**config.mk**
```make
export PLATFORM = sky130hd
export DESIGN_NAME = conv_relu_maxpool
export DESIGN_NICKNAME = d
export VERILOG_FILES = /design/src/rtl/conv_relu_maxpool.sv
export SDC_FILE = /design/constraint.sdc
export NUM_CORES = 1
export LEC_CHECK = 0
export BUFFER_PORTS_ARGS = -buffer_cell sky130_fd_sc_hd__buf_2
export CORE_ASPECT_RATIO = 0.6
export CORE_UTILIZATION = 57
export CTS_CLUSTER_DIAMETER = 40
export CTS_CLUSTER_SIZE = 28
export DETAILED_ROUTE_END_ITERATION = 10
export GPL_TIMING_DRIVEN = 0
export PLACE_DENSITY = 0.81
export SETUP_SLACK_MARGIN = 0.4
export SLEW_MARGIN = 20
export SYNTH_ARGS = -nofsm -noshare
export SYNTH_HDL_FRONTEND = slang
export SYNTH_SLANG_ARGS = --single-unit
```
**constraint.sdc**
```tcl
create_clock -name clk -period 8 [get_ports clk]
set_clock_uncertainty 0.05 [all_clocks]
set_input_delay 2.4 -clock clk [delete_from_list [all_inputs] [get_ports clk]]
set_output_delay 2.4 -clock clk [all_outputs]
set_load 0.03 [all_outputs]
```
**src/rtl/conv_relu_maxpool.sv**
```systemverilog
// Sweeps the conv core's result port into a ReLU-clamped local map, then streams
// 2x2 stride-1 max-pooled words over a valid/ready interface.
module conv_relu_maxpool #(
  parameter int DATA_W = 12,
  parameter int IMG_W  = 3,
  parameter int IMG_H  = 3,
  parameter int ADDR_W = 4,
  parameter int RD_LAT = 1
) (
  input  logic              clk,
  input  logic              rst,
  input  logic              start,
  output logic              conv_infer,
  output logic [ADDR_W-1:0] conv_addr,
  input  logic [DATA_W-1:0] conv_data,
  output logic              pool_valid,
  input  logic              pool_ready,
  output logic [DATA_W-1:0] pool_data,
  output logic [ADDR_W-1:0] pool_idx,
  output logic              busy,
  output logic              done
);
  localparam int N = IMG_W * IMG_H;
  localparam int P = (IMG_H - 1) * (IMG_W - 1);
  localparam logic [ADDR_W-1:0] ADDR_LAST  = ADDR_W'(N - 1);
  localparam logic [ADDR_W-1:0] IDX_LAST   = ADDR_W'(P - 1);
  localparam logic [ADDR_W-1:0] COL_LAST   = ADDR_W'(IMG_W - 2);
  localparam logic [ADDR_W-1:0] ROW_STEP   = ADDR_W'(IMG_W);
  localparam logic [ADDR_W-1:0] ONE        = ADDR_W'(1);
  localparam logic [1:0]        DRAIN_LAST = 2'(RD_LAT - 1);

  typedef enum logic [1:0] {IDLE, FETCH, DRAIN, EMIT} state_t;

  state_t            state_q, state_d;
  logic              conv_infer_q, conv_infer_d;
  logic [ADDR_W-1:0] conv_addr_q, conv_addr_d;
  logic [1:0]        drain_cnt_q, drain_cnt_d;
  logic [ADDR_W-1:0] row_q, row_d, col_q, col_d, k_q, k_d;
  logic              pool_valid_q, pool_valid_d;
  logic [DATA_W-1:0] pool_data_q, pool_data_d;
  logic [ADDR_W-1:0] pool_idx_q, pool_idx_d;
  logic              busy_q, busy_d, done_q, done_d;

  logic [DATA_W-1:0] map_q [N];
  logic              fetch, cap_en;
  logic [ADDR_W-1:0] cap_addr;

  assign fetch = (state_q == FETCH);

  // Capture tap lines up with the address that produced the sample RD_LAT cycles ago.
  generate
    if (RD_LAT == 0) begin : g_cap_comb
      assign cap_en   = fetch;
      assign cap_addr = conv_addr_q;
    end else begin : g_cap_pipe
      logic [RD_LAT-1:0] vld_sr_q, vld_sr_d;
      logic [ADDR_W-1:0] addr_sr_q [RD_LAT];

      always_comb begin
        vld_sr_d = vld_sr_q;
        for (int i = RD_LAT - 1; i > 0; i--) vld_sr_d[i] = vld_sr_q[i-1];
        vld_sr_d[0] = fetch;
      end

      always_ff @(posedge clk or negedge rst) begin
        if (!rst) vld_sr_q <= '0;
        else      vld_sr_q <= vld_sr_d;
      end

      always_ff @(posedge clk) begin
        addr_sr_q[0] <= conv_addr_q;
        for (int i = 1; i < RD_LAT; i++) addr_sr_q[i] <= addr_sr_q[i-1];
      end

      assign cap_en   = vld_sr_q[RD_LAT-1];
      assign cap_addr = addr_sr_q[RD_LAT-1];
    end
  endgenerate

  always_ff @(posedge clk) begin
    if (cap_en) map_q[cap_addr] <= conv_data[DATA_W-1] ? '0 : conv_data;
  end

  // After ReLU every entry is non-negative, so an unsigned compare is sufficient.
  logic [ADDR_W-1:0] a00, a01, a10, a11;
  logic [DATA_W-1:0] win_max;
  always_comb begin
    a00 = row_q * ROW_STEP + col_q;
    a01 = a00 + ONE;
    a10 = a00 + ROW_STEP;
    a11 = a10 + ONE;
    win_max = map_q[a00];
    if (map_q[a01] > win_max) win_max = map_q[a01];
    if (map_q[a10] > win_max) win_max = map_q[a10];
    if (map_q[a11] > win_max) win_max = map_q[a11];
  end

  always_comb begin
    state_d      = state_q;
    conv_infer_d = conv_infer_q;
    conv_addr_d  = conv_addr_q;
    drain_cnt_d  = drain_cnt_q;
    row_d        = row_q;
    col_d        = col_q;
    k_d          = k_q;
    pool_valid_d = pool_valid_q;
    pool_data_d  = pool_data_q;
    pool_idx_d   = pool_idx_q;
    busy_d       = busy_q;
    done_d       = 1'b0;
    unique case (state_q)
      IDLE: if (start) begin
        state_d      = FETCH;
        conv_infer_d = 1'b1;
        conv_addr_d  = '0;
        busy_d       = 1'b1;
        row_d        = '0;
        col_d        = '0;
        k_d          = '0;
      end
      FETCH: begin
        if (conv_addr_q == ADDR_LAST) begin
          if (RD_LAT > 0) begin
            state_d     = DRAIN;
            drain_cnt_d = '0;
          end else begin
            state_d      = EMIT;
            conv_infer_d = 1'b0;
            conv_addr_d  = '0;
          end
        end else begin
          conv_addr_d = conv_addr_q + ONE;
        end
      end
      DRAIN: begin
        if (drain_cnt_q == DRAIN_LAST) begin
          state_d      = EMIT;
          conv_infer_d = 1'b0;
          conv_addr_d  = '0;
        end else begin
          drain_cnt_d = drain_cnt_q + 2'd1;
        end
      end
      EMIT: begin
        if (pool_valid_q && pool_ready && pool_idx_q == IDX_LAST) begin
          pool_valid_d = 1'b0;
          done_d       = 1'b1;
          busy_d       = 1'b0;
          state_d      = IDLE;
        end else if (!pool_valid_q || pool_ready) begin
          pool_valid_d = 1'b1;
          pool_data_d  = win_max;
          pool_idx_d   = k_q;
          k_d          = k_q + ONE;
          if (col_q == COL_LAST) begin
            col_d = '0;
            row_d = row_q + ONE;
          end else begin
            col_d = col_q + ONE;
          end
        end
      end
      default: state_d = IDLE;
    endcase
  end

  always_ff @(posedge clk or negedge rst) begin
    if (!rst) begin
      state_q      <= IDLE;
      conv_infer_q <= 1'b0;
      conv_addr_q  <= '0;
      drain_cnt_q  <= '0;
      row_q        <= '0;
      col_q        <= '0;
      k_q          <= '0;
      pool_valid_q <= 1'b0;
      pool_data_q  <= '0;
      pool_idx_q   <= '0;
      busy_q       <= 1'b0;
      done_q       <= 1'b0;
    end else begin
      state_q      <= state_d;
      conv_infer_q <= conv_infer_d;
      conv_addr_q  <= conv_addr_d;
      drain_cnt_q  <= drain_cnt_d;
      row_q        <= row_d;
      col_q        <= col_d;
      k_q          <= k_d;
      pool_valid_q <= pool_valid_d;
      pool_data_q  <= pool_data_d;
      pool_idx_q   <= pool_idx_d;
      busy_q       <= busy_d;
      done_q       <= done_d;
    end
  end

  assign conv_infer = conv_infer_q;
  assign conv_addr  = conv_addr_q;
  assign pool_valid = pool_valid_q;
  assign pool_data  = pool_data_q;
  assign pool_idx   = pool_idx_q;
  assign busy       = busy_q;
  assign done       = done_q;
endmodule

```
# After elaboration in Yosys (flattened, before gate mapping)
# Memory sizes are Yosys's and may differ from the RTL's.
# Cells that the tools add are included.
totals:
  ff_bits: 41
  mem_bits_rw: 103
  n_memories: 2
  word_cells: 102
  output_inout_bits: 24
  input_bits: 16
classes:
  muxes: 38
  multipliers: 1
  reduce_logical: 20
  bitwise_logic: 1
  n_eq_ne: 15
  add_sub_neg: 9
  order_cmp: 3
mem_list:
  columns: ["name", "words", "word_bits", "read_ports", "rd_clocked_by_memory_dff", "wr", "line_no", "source"]
  rows:
  - ["map_q", 9, 11, 4, 0, 1, "44", "logic [DATA_W-1:0] map_q [N];"]
  - ["g_cap_pipe.addr_sr_q", 1, 4, 1, 0, 1, "57", "logic [ADDR_W-1:0] addr_sr_q [RD_LAT];"]
op_table:
  columns: ["op", "count"]
  rows:
  - ["$mux 4", 11]
  - ["$gt 12x12->1", 3]
  - ["$mux 12", 3]
  - ["$add 4x1->4 const B", 6]
  - ["$pmux 4 s2", 3]
  - ["$ne 2x2->1 const B", 8]
  - ["$mux 2", 6]
  - ["$pmux 4 s3", 1]
  - ["$reduce_and 3->1", 4]
  - ["$reduce_and 4->1", 3]
  - ["$mux 11", 1]
  - ["$mux 1", 9]
  - ["$pmux 2 s4", 1]
  - ["$reduce_bool 2->1", 4]
  - ["$reduce_and 5->1", 1]
  - ["$add 4x2->4 const B", 1]
  - ["$add 4x4->4", 1]
  - ["$eq 2x2->1 const B", 2]
  - ["$eq 4x1->1 const B", 1]
  - ["$eq 4x2->1 const B", 1]
  - ["$eq 4x4->1 const B", 1]
  - ["$logic_not 2->1", 2]
  - ["$mul 4x2->4 const B", 1]
  - ["$pmux 1 s2", 2]
  - ["other kinds (10)", 11]

# Logic depth before layout (Yosys ltp)
# An unclocked memory read counts as a cell.
logic_depth:
  depth_word: 10
  mapped_depth: 40
  ltp_nobuf: 36

# Worst setup path before layout
# OpenSTA, ideal clock, no wires.
synth_path:
  kind: "flip-flop to flip-flop"
  start: "register row_q[0]"
  end: "register pool_data_q[10], in the netlist pool_data[10]"
  setup_slack_ns: 0.237
  setup_ns: 0.132
  arrival_ns: 7.581
  stages_incl_launch_ff: 39
  path_cell_list: "dfrtp_1 -> fa_1 -> ha_1 -> inv_1 -> fa_1 -> buf_4 -> xnor2_4 -> clkbuf_1 -> mux4_2 -> mux2i_1 -> o21ai_0 -> ha_1 -> nor2b_1 -> o21a_1 -> o21ai_0 -> a211oi_1 -> mux2i_1 -> a31oi_4 -> [3 not listed] -> and3_1 -> nand3_1 -> o21ai_0 -> a21oi_1 -> o211ai_1 -> o211ai_1 -> buf_2 -> mux2i_1 -> ha_1 -> nor2b_1 -> o21a_1 -> o21a_1 -> o21ai_0 -> a21o_1 -> a22oi_1 -> clkbuf_1 -> nor2_1 -> a21oi_1"
synth_via:
  elab_chain_len: 10
synth_rtl:
  columns: ["item", "line_no", "source"]
  rows:
  - ["from (decl)", "38", "logic [ADDR_W-1:0] row_q, row_d, col_q, col_d, k_q, k_d;"]
  - ["from (signal assigned)", "186", "row_q <= row_d;"]
  - ["$mul 4x2->4 (*)", "88", "a00 = row_q * ROW_STEP + col_q;"]
  - ["$add 4x4->4 (*)", "88", null]
  - ["$add 4x1->4", "89", "a01 = a00 + ONE;"]
  - ["$mem_v2 9x11 (*)", null, null]
  - ["$gt 12x12->1", "93", "if (map_q[a01] > win_max) win_max = map_q[a01];"]
  - ["$mux 12", "93", null]
  - ["$gt 12x12->1", "94", "if (map_q[a10] > win_max) win_max = map_q[a10];"]
  - ["$mux 12", "94", null]
  - ["$gt 12x12->1", "95", "if (map_q[a11] > win_max) win_max = map_q[a11];"]
  - ["$mux 12 (*)", "95", null]
  - ["to (signal assigned)", "190", "pool_data_q <= pool_data_d;"]
  - ["to (decl)", "40", "logic [DATA_W-1:0] pool_data_q, pool_data_d;"]
# Every way passes the cells marked *; elsewhere a longest branch is shown, timed or not.
# A chain may end at the register's enable or synchronous reset.

# Worst setup path in the final report
layout_path:
  start: "register row_q[0]"
  end: "register pool_data_q[4], in the netlist pool_data[4]"
# The elaborated chain is that of the path after synthesis.

==> flow_summary.toml <==
[outcome]
status = "finished with violations"
violations = "negative setup slack"

[min_path]
worstHoldPathType = "reg2reg"

[logic_synthesis]
synth_area_per_cell_um2 = 12.6
synthTopCellsByArea = "edfxtp_1 31%, mux4_2 20%, dfrtp_1 10%, ha_1 6.2%, mux2i_1 6.2%"
ys_async_sr_fraction_pct = 28.0
synth_nets = 836
ys_warn_count = 0
ys.flop_type = "edfxtp_1"
synth-seq-area-share_pct = 41.9
synthDistinctLibCells = 58
ys_top_cells_by_count = "99 x edfxtp_1, 86 x mux4_2, 77 x nand2_1"
synth_top_area_cell = "edfxtp_1"
synth_area_um2 = 9660
syn_inst = 769
yosysMostFrequentCell = "edfxtp_1"
yosysTopAreaCellShare_pct = 30.8
synth_edf_count = 99
synth-seq-cells = 143

[job]
cap_viol_max_count = 0

[sta]
setup_viol = 10
setup_ws_ns = -0.0644
min_period_over_period_pct = 101
slew_violations = 0
rsz0062_at_grt = "true"
tightest_slew_ns = 0.988
whs_ns = 0.428
relSlewSlack_pct = 34.2
hold_violations = 0
period_needed_ns = 8.06
fmax_mhz = 124

[cts]
cts.root.buffer_cell = "clkbuf_16"
cts_sinks = 143
h-tree-depth = 4
cts_hold_buf = 0
cts_tree = "built"
worstSkewPairLatency_ns = 0.43
clk_pin_slew_ns = 0.07
cts_max_path_buffers = 2
cts_made_buffers = 17

[global_routing]
grt_pass1_wl_um = 40300
grt_overflow = 0
track_usage_pct = 31.9
grt_pass1_vias = 6852
antenna_found_initial = 0
grt_max_degree = 41

[placed_design]
port_buffers = 38
hpwl_um = 19100
gp_congestion = 0.990

[detailed_routing]
ant_nets = 0
vias_per_cell = 6.70
vias = 7395
routedWlPerCell_um = 25.0
routed_wl_um = 27600
drc = 0
firstDrtPassIters = 5
drt_iter0_drc = 1031

[setup_path]
timing.rr.end = "pool_data[4]$_DFFE_PN0P_"
crit_path_start = "row_q[0]$_DFFE_PN0P_"
end_kind = "register"
ff2ff_path_depth = 38
cpMostUsedCell = "a21o_1"
critPathKind = "reg2reg"
cp-endpoint = "pool_data[4]$_DFFE_PN0P_"
max_stage_delay_ns = 0.55
r2r_start = "row_q[0]$_DFFE_PN0P_"
r2r_setup_slack_ns = -0.06
cp_slowest_cell = "fa_1"
worstPathArrival_ns = 8.31
worstPathRequired_ns = 8.25
worstPathMaxFanout = 6
startpoint_type = "register"

[floorplanning]
die_h_um = 103
io_pins = 40
core_area_um2 = 16400
dieArea_um2 = 17500
std_cell_rows = 36
initial_core_util_pct = 58.9
die_w_um = 170

[cells_and_area]
layout-drive-gt1-share_pct = 35.1
area_growth_pct = 18.9
layout.nets = 929
antenna_cells = 0
## how the worst min path moves through the flow
stage                              from                            endpoint  slack [ns]  cells after the start
6_report       conv_addr[0]$_DFFE_PN0P_  g_cap_pipe.addr_sr_q[0][0]$_DFF_P_        0.43                      0
5_1_grt        conv_addr[1]$_DFFE_PN0P_  g_cap_pipe.addr_sr_q[0][1]$_DFF_P_        0.45                      0
4_1_cts        conv_addr[3]$_DFFE_PN0P_  g_cap_pipe.addr_sr_q[0][3]$_DFF_P_        0.43                      0
3_5_place_dp   conv_addr[3]$_DFFE_PN0P_  g_cap_pipe.addr_sr_q[0][3]$_DFF_P_        0.41                      0
3_3_place_gp   conv_addr[3]$_DFFE_PN0P_  g_cap_pipe.addr_sr_q[0][3]$_DFF_P_        0.41                      0
2_1_floorplan        k_q[3]$_DFFE_PN0P_             pool_idx[3]$_DFFE_PN0P_        0.41                      2
## placed cells by master, fill, tap and decap left out, drive strengths merged, types with 5 or more instances in the layout
cell,count
clkbuf,45
mux2i,60
nand2,77
a21oi,27
nand2b,8
nand4,8
nor2b,17
dfrtp,40
a21o,12
o21ai,67
nor2,20
nand3b,11
mux2,16
buf,90
inv,47
nand3,11
nor3b,5
nor3,9
o21a,8
ha,48
mux4,86
xor2,7
and3,9
edfxtp,99
## layer usage
layer	wire length, um	up-vias	global-route usage (%)
li1	-	3160	-
met1	12100	3672	49.0
met2	11700	511	44.3
met3	3110	52	8.21
met4	616	0	9.84
met5	0	-	0
## worst max-delay path: cells and delay by family, from the launching register on
family,cells,cell delay (ns)
AOI/OAI and AO/OA,14,2.07
adders and majority gates,6,1.90
muxes,3,0.91
DFF,1,0.43
xor gates and xnor gates,1,0.52
and+or+nand+nor,5,0.66
buffers and inverters,9,1.39
## sequential cells by signal (all words and copies together) (netlist names)
register and flops:
busy 1, pool_valid 1, pool_idx 4, drain_cnt_q 2
g_cap_pipe.addr_sr_q 4, conv_addr 4, row_q 4, state_q 2
pool_data 11, map_q 99, k_q 4, done 1
conv_infer 1, cap_en 1, col_q 4
## layout make-up
cell class	instances	area (um^2)
multi-input cells	544	5640
fillers	1104	4900
flip-flops and latches	143	4060
repair buffers	74	497
clock buffers	18	439
plain buffers	43	304
well taps	228	285
inverters	39	146
clock inverters	14	126
## per-stage QoR
step | utilization [%] | std cells | setup TNS, ns | cell area [um^2] | setup WS (ns)
finish | 70.1 | 1103 | -0.389 | 11500 | -0.0644
detailed placement | 62.2 | 1038 | -9.52 | 10200 | -0.942
floorplan | - | 769 | 0 | 9670 | 0.450
global route | 70.1 | 1103 | -3.99 | 11500 | -0.405
global placement | 61.9 | 1035 | -8.16 | 10100 | -0.810
CTS | 68.3 | 1093 | 0 | 11200 | 0.201
## cells by family after synthesis
family | after synthesis | share of synthesized area [%]
AND/OR/NAND/NOR | 180 | 9.21
flip-flops | 143 | 41.9
other | 1 | 0.0388
buffers and inverters | 82 | 3.40
AO/OA/AOI/OAI | 137 | 8.56
XOR/XNOR | 13 | 1.85
adder cells (fa/ha/maj) | 51 | 6.84
multiplexers | 162 | 28.2
## repair_timing
item,in CTS,in global routing
pin swaps,13,18
setup buffers,21,9
gates cloned,2,1
gates resized for setup,86,64
hold endpoints to repair,0,0
setup endpoints to repair,11,11
Power is left out: the tool's default activity adds up to more than one toggle a clock period on the data nets, which glitch-free logic cannot reach.
